File: src/rtl/stopwatch_pkg.sv
// Shared encodings and constants for the stopwatch sequencer slice.
// Feature macro used by this slice: STOPWATCH_AUTO_RELOAD_EN.
package stopwatch_pkg;

    localparam int STATE_W = 3;

    typedef enum logic [STATE_W-1:0] {
        S_INIT   = 3'd0,
        S_IDLE   = 3'd1,
        S_RUN    = 3'd2,
        S_LAP    = 3'd3,
        S_PAUSED = 3'd4,
        S_DONE   = 3'd5
    } stateT;

    localparam int DEFAULT_TICK_DIV = 100;

    // Terminal watch values; the external end logic compares against these.
    localparam logic [15:0] BCD_UP_END   = 16'h9999;
    localparam logic [15:0] BCD_DOWN_END = 16'h0000;

endpackage

File: src/rtl/stopwatch_sequencer_tick_prescaler.sv
// Period counter pacing watch updates: counts 0..TICK_DIV-1 while enabled.
// 'wrap' flags the terminal count, so an enabled cycle with wrap high rolls to zero.
module tick_prescaler #(
    parameter int TICK_DIV = 100,
    parameter int PRE_W    = 10
) (
    input  logic clk,
    input  logic reset_n,
    input  logic en,
    input  logic clr,
    output logic wrap
);

    logic [PRE_W-1:0] count;

    assign wrap = (count == PRE_W'(TICK_DIV - 1));

    always_ff @(posedge clk or negedge reset_n) begin
        if (!reset_n) begin
            count <= '0;
        end else if (clr) begin
            count <= '0;
        end else if (en) begin
            count <= wrap ? '0 : count + 1'b1;
        end
    end

endmodule

File: src/rtl/stopwatch_sequencer.sv
// Top-level stopwatch sequencer: button pulses in, registered watch-register strobes out.
// Define STOPWATCH_AUTO_RELOAD_EN to make a countdown reload and repeat instead of stopping.
module stopwatch_sequencer
    import stopwatch_pkg::*;
#(
    parameter int TICK_DIV = DEFAULT_TICK_DIV,
    parameter int PRE_W    = 10
) (
    input  logic         clk,
    input  logic         reset_n,
    input  logic         start_stop,
    input  logic         lap,
    input  logic         clear,
    input  logic         count_down,
    input  logic         is_end,
    output logic         tick_en,
    output logic         load_init,
    output logic         lap_capture,
    output logic         show_lap,
    output logic         done,
    output logic [2:0]   state
);

    stateT curState, nextState;
    logic  counting, atTerm, preClr;
    logic  tickNext, loadNext, capNext;

`ifndef STOPWATCH_AUTO_RELOAD_EN
    logic unusedCountDown;
    assign unusedCountDown = count_down;
`endif

    // The entering edge into RUN already counts, so the first tick lands TICK_DIV cycles after the request.
    always_comb begin
        nextState = curState;
        counting  = 1'b0;
        tickNext  = 1'b0;
        loadNext  = 1'b0;
        capNext   = 1'b0;
        if (clear) begin
            nextState = S_INIT;
        end else begin
            case (curState)
                S_INIT: begin
                    nextState = S_IDLE;
                    loadNext  = 1'b1;
                end
                S_IDLE: begin
                    if (start_stop && !is_end) begin
                        nextState = S_RUN;
                        counting  = 1'b1;
                    end
                end
                S_RUN, S_LAP: begin
                    if (start_stop) begin
                        nextState = S_PAUSED;
                    end else begin
                        counting = 1'b1;
                        if (lap && curState == S_LAP) begin
                            nextState = S_RUN;
                        end else if (lap && !atTerm) begin
                            nextState = S_LAP;
                            capNext   = 1'b1;
                        end
                    end
                end
                S_PAUSED: begin
                    if (start_stop) begin
                        nextState = S_RUN;
                        counting  = 1'b1;
                    end
                end
                S_DONE: begin
                    nextState = S_DONE;
                end
                default: begin
                    nextState = S_INIT;
                end
            endcase

            // A lap request landing on a wrap is dropped above so capture never collides with a tick.
            if (counting && atTerm) begin
                if (!is_end) begin
                    tickNext = 1'b1;
                end else begin
`ifdef STOPWATCH_AUTO_RELOAD_EN
                    if (count_down) begin
                        loadNext = 1'b1;
                    end else begin
                        nextState = S_DONE;
                    end
`else
                    nextState = S_DONE;
`endif
                end
            end
        end
    end

    assign preClr = (nextState == S_INIT) || (nextState == S_IDLE) || (nextState == S_DONE);

    tick_prescaler #(
        .TICK_DIV (TICK_DIV),
        .PRE_W    (PRE_W)
    ) uPrescaler (
        .clk     (clk),
        .reset_n (reset_n),
        .en      (counting),
        .clr     (preClr),
        .wrap    (atTerm)
    );

    always_ff @(posedge clk or negedge reset_n) begin
        if (!reset_n) begin
            curState    <= S_INIT;
            tick_en     <= 1'b0;
            load_init   <= 1'b0;
            lap_capture <= 1'b0;
            show_lap    <= 1'b0;
            done        <= 1'b0;
        end else begin
            curState    <= nextState;
            tick_en     <= tickNext;
            load_init   <= loadNext;
            lap_capture <= capNext;
            show_lap    <= (nextState == S_LAP);
            done        <= (nextState == S_DONE);
        end
    end

    assign state = curState;

endmodule

File: config.mk
export PLATFORM = sky130hd
export DESIGN_NAME = stopwatch_sequencer
export DESIGN_NICKNAME = d
export VERILOG_FILES = /design/src/rtl/stopwatch_pkg.sv /design/src/rtl/stopwatch_sequencer_tick_prescaler.sv /design/src/rtl/stopwatch_sequencer.sv
export SDC_FILE = /design/constraint.sdc
export NUM_CORES = 1
export LEC_CHECK = 0
export CAP_MARGIN = 20
export CORE_MARGIN = 4
export CORE_UTILIZATION = 44
export DETAILED_ROUTE_END_ITERATION = 6
export GPL_TIMING_DRIVEN = 0
export PLACE_DENSITY = 0.64
export RECOVER_POWER = 100
export SYNTH_ARGS = -nofsm -noshare
export SYNTH_HDL_FRONTEND = slang
export SYNTH_SLANG_ARGS = --single-unit
export TNS_END_PERCENT = 1
File: constraint.sdc
create_clock -name clk -period 2.5 [get_ports clk]
set_clock_uncertainty 0.05 [all_clocks]
set_input_delay 0.375 -clock clk [delete_from_list [all_inputs] [get_ports clk]]
set_output_delay 0.375 -clock clk [all_outputs]
set_load 0.01 [all_outputs]
# Word-level counts from Yosys, hierarchy flattened
# Index checks and enable logic that the tools add are counted.
dict set report totals {
  input_bits 7
  reg_bits 18
  mem_count 0
  latchBits 0
  rom_bits 0
  ramBits 0
  wordCells 57
  out_inout_bits 8
}
dict set report op_classes {
  order_cmp 0
  muxes 28
  shift 0
  div_mod_pow 0
  bitwise 0
  mul 0
  reduce_logical 12
  n_eq_ne 9
  addsub 1
}
# op count
set op_table {}
lappend op_table {{two-way mux 10 bit} 3}
lappend op_table {{two-way mux 3 bit} 8}
lappend op_table {{two-way mux 1 bit} 15}
lappend op_table {{one-hot mux 3 bit (5 select lines)} 1}
lappend op_table {{adder 10 x 1 -> 10 bit (second input constant)} 1}
lappend op_table {{equality test 10 x 7 -> 1 bit (second input constant)} 1}
lappend op_table {{equality test 3 x 2 -> 1 bit (second input constant)} 3}
lappend op_table {{equality test 3 bit (second input constant)} 3}
lappend op_table {{equality test 3 x 1 -> 1 bit (second input constant)} 2}
lappend op_table {{zero test 3 bit} 2}
lappend op_table {{logical AND 1 bit} 4}
lappend op_table {{one-hot mux 1 bit (3 select lines)} 1}
lappend op_table {{zero test 1 bit} 2}
lappend op_table {{logical OR 1 bit} 2}
lappend op_table {{nonzero test 2 bit} 1}
lappend op_table {{OR reduction 2 bit} 1}

# Depth between registers and ports, before layout
dict set report logic_depth {
  word_depth 14
  depth_mapped 6
  ltp_nobuf 5
}

# By module
# From an unflattened synthesis, not the netlist that was laid out.
dict set report hier_totals {
  hier_cells 96
  area_unflattened_um2 1004.7
}
# module seq_area_each_um2 instances cells_per_inst area_per_inst_um2
set modules_own_cells {}
lappend modules_own_cells {tick_prescaler 250.2 1 58 583.1}
lappend modules_own_cells {stopwatch_sequencer 200.2 1 38 421.7}

# Worst setup path before layout
# OpenSTA, ideal clock, no wires.
dict set report synth_path {
  kind {reg-to-reg}
  startpoint {reg uPrescaler.count[0]}
  endpoint {reg uPrescaler.count[5]}
  path_stages_with_launch 6
  path_buffers 0
  setup_slack_ns 0.668
  arrival_time_ns 1.662
  period_less_slack_ns 1.832
  path_cell_list {dfrtp_1 -> ha_1 -> nor3b_1 -> nand3_1 -> or2_2 -> a41o_1}
}
dict set report synth_via {
  elab_chain_cells 14
  elab_cells_between_ends 21
  classes_between {1 x add/sub; 3 x eq/ne; 10 x mux; 7 x reduce/logical}
}
# element line_no
set synth_rtl {}
lappend synth_rtl {{start: declaration} stopwatch_sequencer_tick_prescaler.sv:14} ;# logic [PRE_W-1:0] count;
lappend synth_rtl {{start signal: assignment} stopwatch_sequencer_tick_prescaler.sv:24} ;# count <= wrap ? '0 : count + 1'b1;
lappend synth_rtl {{equality test 10 x 7 -> 1 bit} stopwatch_sequencer_tick_prescaler.sv:16} ;# assign wrap = (count == PRE_W'(TICK_DIV - 1));
lappend synth_rtl {{zero test 1 bit} stopwatch_sequencer.sv:61} ;# end else if (lap && !atTerm) begin
lappend synth_rtl {{logical AND 1 bit} stopwatch_sequencer.sv:61}
lappend synth_rtl {{two-way mux 3 bit} stopwatch_sequencer.sv:61}
lappend synth_rtl {{two-way mux 3 bit} stopwatch_sequencer.sv:59} ;# if (lap && curState == S_LAP) begin
lappend synth_rtl {{two-way mux 3 bit} stopwatch_sequencer.sv:55} ;# if (start_stop) begin
lappend synth_rtl {{one-hot mux 3 bit (5 select lines)} stopwatch_sequencer.sv:43} ;# case (curState)
lappend synth_rtl {{two-way mux 3 bit} stopwatch_sequencer.sv:83} ;# if (!is_end) begin
lappend synth_rtl {{two-way mux 3 bit} stopwatch_sequencer.sv:82} ;# if (counting && atTerm) begin
lappend synth_rtl {{two-way mux 3 bit} stopwatch_sequencer.sv:40} ;# if (clear) begin
lappend synth_rtl {{equality test 3 x 1 -> 1 bit or zero test 3 bit (tied branches)} stopwatch_sequencer.sv:100} ;# assign preClr = (nextState == S_INIT) || (nextState == S_IDLE) || (nextState == S_DONE);
lappend synth_rtl {{logical OR 1 bit (2 in a row)} stopwatch_sequencer.sv:100}
lappend synth_rtl {{two-way mux 10 bit or nonzero test 2 bit (tied branches)} n/a}
# Several ways; a longest one is shown, not always the timed one. The select of a mux whose other input is x is not followed.
# A chain may end at the register's enable or synchronous reset.

# Worst setup path in the final report
dict set report layout_path {
  startpoint {in is_end}
  endpoint {reg uPrescaler.count[0]}
}
dict set report layout_via {
  elab_chain_cells 12
  elab_cells_between_ends 19
  classes_between {2 x eq/ne; 10 x mux; 7 x reduce/logical}
}
# element line_no
set layout_rtl {}
lappend layout_rtl {{start: declaration} stopwatch_sequencer.sv:15} ;# input logic is_end,
lappend layout_rtl {{zero test 1 bit} n/a}
lappend layout_rtl {{logical AND 1 bit} stopwatch_sequencer.sv:49} ;# if (start_stop && !is_end) begin
lappend layout_rtl {{two-way mux 1 bit} stopwatch_sequencer.sv:49}
lappend layout_rtl {{one-hot mux 1 bit (3 select lines)} stopwatch_sequencer.sv:43}
lappend layout_rtl {{two-way mux 1 bit} stopwatch_sequencer.sv:40}
lappend layout_rtl {{logical AND 1 bit} stopwatch_sequencer.sv:82}
lappend layout_rtl {{two-way mux 3 bit} stopwatch_sequencer.sv:82}
lappend layout_rtl {{two-way mux 3 bit} stopwatch_sequencer.sv:40}
lappend layout_rtl {{equality test 3 x 1 -> 1 bit or zero test 3 bit (tied branches)} stopwatch_sequencer.sv:100}
lappend layout_rtl {{logical OR 1 bit (2 in a row)} stopwatch_sequencer.sv:100}
lappend layout_rtl {{two-way mux 10 bit or nonzero test 2 bit (tied branches)} n/a}
# Several ways; a longest one is shown, not always the timed one. The select of a mux whose other input is x is not followed.

==> impl_results.md <==
* Result of the run: completed
* Endpoints failing setup at 0
* Worst hold path cell count at 3
* Final routed DRC violation total at 0
* Post-synth EDFFs at 0
* Hold-fix buffers at CTS at 0
* Worst slew slack as a fraction of its limit at 42.9%
* Fraction of power consumed by combinational cells at 14.3%
* Sequential-to-total area share from yosys stat at 42.4%
* Post-layout minimum cycle time at 2200 ps
* Port Buf Inserts at 12
* CP peak stage delay at 710 ps
* Placed cells at 149
* Rows at 17
* DIE AREA at 0.00327 sq mm
* Leakage power of the design at 0.521 nW
* P per Cell Area at 419 mW/mm^2
* Number of distinct library cell variants in the gate-level netlist after synthesis at 48
* Average cell area after synthesis at 9.76 sq um
* Post-cts sizing count at 0
* Overall Global Routing Usage at 17.2%
* Number of global-route vias before repair at 890
* Most area-hungry cell type in the Yosys netlist: dfrtp_1
* Gate count after technology mapping at 109
* Period utilization at 88.1%
* Number of pins with negative max-slew slack in the final report at 0
* Place WS at 192 ps
* Reg-to-reg slack, setup at 330 ps
* Crit-path slowest cell: o311ai_0
* Routed via count divided by cell count at 6.40
* Dpl hpwl at 1870 um
* Die X-Extent at 57.2 um
* Transition time at the pin with the least slew margin at 854 ps
* Reported max-cap violation count at 0
* Routed wire length per instance at 16.7 um
* Crit path required time at 2650 ps
* Register share of total power at 57.9%
* Post-synthesis register bit count at 18
* Clock sink count at 18
* Number of violations reported at the end of detailed-routing iteration 0 at 14
* First-pass iteration count of the detailed router at 4
* Hold Path Sink: lap_capture
* Layout cell share with drive strength beyond 1 at 10.5%
* Number of cells in the finished layout apart from fillers at 152
* Post-CTS setup buffer count at 0
* Arr. time, crit path at 2350 ps
* Total via count in the routed design at 973
* Switching power at 0.137 mW
* Post-route setup slack at 298 ps
* Total routed wirelength at 2530 um
* Share of total power consumed by net switching at 26.3%
* Number of antenna cells inserted at 0
* Worst reg2reg path endpoint: uPrescaler.count[7]
* Post-Synthesis Net Count at 117
* Share of total power in the clock network at 27.7%
* Cells taking the most area after synthesis: dfrtp_1, a21oi_1, nand4_1
* TritonCTS clock tree: built
* Final estimated routing congestion in global placement at 0.859
* Ranking of synthesized cells by instance count: dfrtp_1, a21oi_1, nand2_1, nor2_1
* IR Drop Worst-Case VDD at 0.291 mV
* Class of the worst hold path: input port to register
* Ys flop type: dfrtp_1
* Top-level I/O count at 15
* Number of endpoints with negative hold slack in the final report at 0
* CP Class: input port to register
* Fraction of registers with async set/reset at 100%
* Clock Latency Late Sink at 290 ps
* Critical path cell sequence: clkdlybuf4s50_1 -> nand3b_2 -> o311ai_0 -> nand2_1 -> o32ai_1
* Setup total negative slack at 0 ps
* Pin count of the biggest net entering global routing at 19
* Core region area at 0.00225 sq mm
* Overflow left after global routing at 0
* Worst reg2reg path startpoint: uPrescaler.count[0]
* Initial antenna violation count at 0
* Clock transition at the registers of the reported paths at 100 ps
* RSZ-0062 raised after global routing: no
* Min Hold Slack at 389 ps
* Startpoint of the most critical hold path: start_stop
* Cell area after synthesis at 0.00106 sq mm
* Routed Antenna Nets at 0
* Crit path capture type: register
* Die Y-Extent at 57.2 um
* Root Driver: clkbuf_4
* Area growth syn-to-layout at 16.7%
* CTS HTree Levels at 1
* Clock Tree Buf Depth at 2
* Length in cells of the worst reg-to-reg path at 5
* Warning count from the yosys run at 0
* Max Clk Rate at 454 MHz
* Top cell type's share of synthesized area at 42.4%
* Biggest fanout along the worst timing path at 4
* Number of nets at the end of the flow at 134
* Most numerous cell in the Yosys netlist: dfrtp_1
* Num CTS Buffers at 3
* Worst Setup Start Kind: input port
* Global-route wire length before repair at 4400 um
* Starting utilization of the core area at 47.2%
* Internal power at 0.383 mW
* PnR Total Power at 0.520 mW
[how the worst max path moves through the flow]
stage          slack [ps]                 from  depth (start not counted)                   to
4_1_cts               320  uPrescaler.count[0]                          5  uPrescaler.count[7]
3_3_place_gp          180               is_end                          6  uPrescaler.count[9]
3_5_place_dp          190               is_end                          6  uPrescaler.count[9]
6_report              300               is_end                          5  uPrescaler.count[0]
2_1_floorplan         670  uPrescaler.count[0]                          5  uPrescaler.count[5]
5_1_grt                80               is_end                          5  uPrescaler.count[0]
[metal layers]
metal	vias to the layer above	track usage (%)	part of all wire, %	routed length (um)
li1	470	-	-	-
met1	465	26.0	48	1220
met2	34	24.5	45	1140
met3	4	2.94	5.5	140
met4	0	6.29	1.1	29
met5	-	0	0	0
[power by group through the flow]
stage	logic [mW]	clock network, mW	registers, mW
6_report	0.0744	0.144	0.301
5_1_grt	0.0820	0.163	0.302
4_1_cts	0.0777	0.149	0.302
3_5_place_dp	0.0776	0	0.307
3_3_place_gp	0.0766	0	0.307
2_1_floorplan	0.0403	0	0.309
[placed cells by master, fill, tap and decap left out, types with 3 or more instances in the layout]
master	instances
clkbuf_4	3
nand3_1	3
nand2b_1	3
inv_1	3
o21ai_0	4
a21oi_1	10
nand2_1	5
nor4_1	4
dlygate4sd3_1	10
or4_1	3
buf_2	3
nand4_1	4
nor2_1	5
dfrtp_1	18
[state kept, by name, summed over array words and instances, names as in the netlist]
| register | count |
|---|---|
| done | 1 |
| lap_capture | 1 |
| load_init | 1 |
| show_lap | 1 |
| state | 3 |
| tick_en | 1 |
| uPrescaler.count | 10 |
[cell families after synthesis]
family	Yosys count	synth area share [%]
adders and majority gates	1	1.18
buffers and inverters	9	4.23
and+or+nand+nor	46	28.1
muxes	1	0.941
DFF	18	42.4
AOI/OAI and AO/OA	34	23.2
[metrics by stage]
stage | instance area (sq um) | util [%]
6_report | 1240 | 55.0
5_1_grt | 1240 | 55.0
4_1_cts | 1240 | 55.0
3_5_place_dp | 1220 | 54.1
3_3_place_gp | 1220 | 54.1
2_1_floorplan | 1060 | -
[worst max-delay path: cells and delay by family]
kind	cells	cell delay [ps]
AO/OA/AOI/OAI	2	1000
AND/OR/NAND/NOR	2	500
buffers and inverters	1	470
[layout make-up]
type	count	area (sq um)
inverters	3	11.3
flip-flops and latches	18	450
well taps	28	35.0
plain buffers	6	33.8
repair buffers	12	120
clock buffers	3	22.5
multi-input cells	82	568
fillers	201	1010
Note: power is estimated with default switching activity, not from simulation.
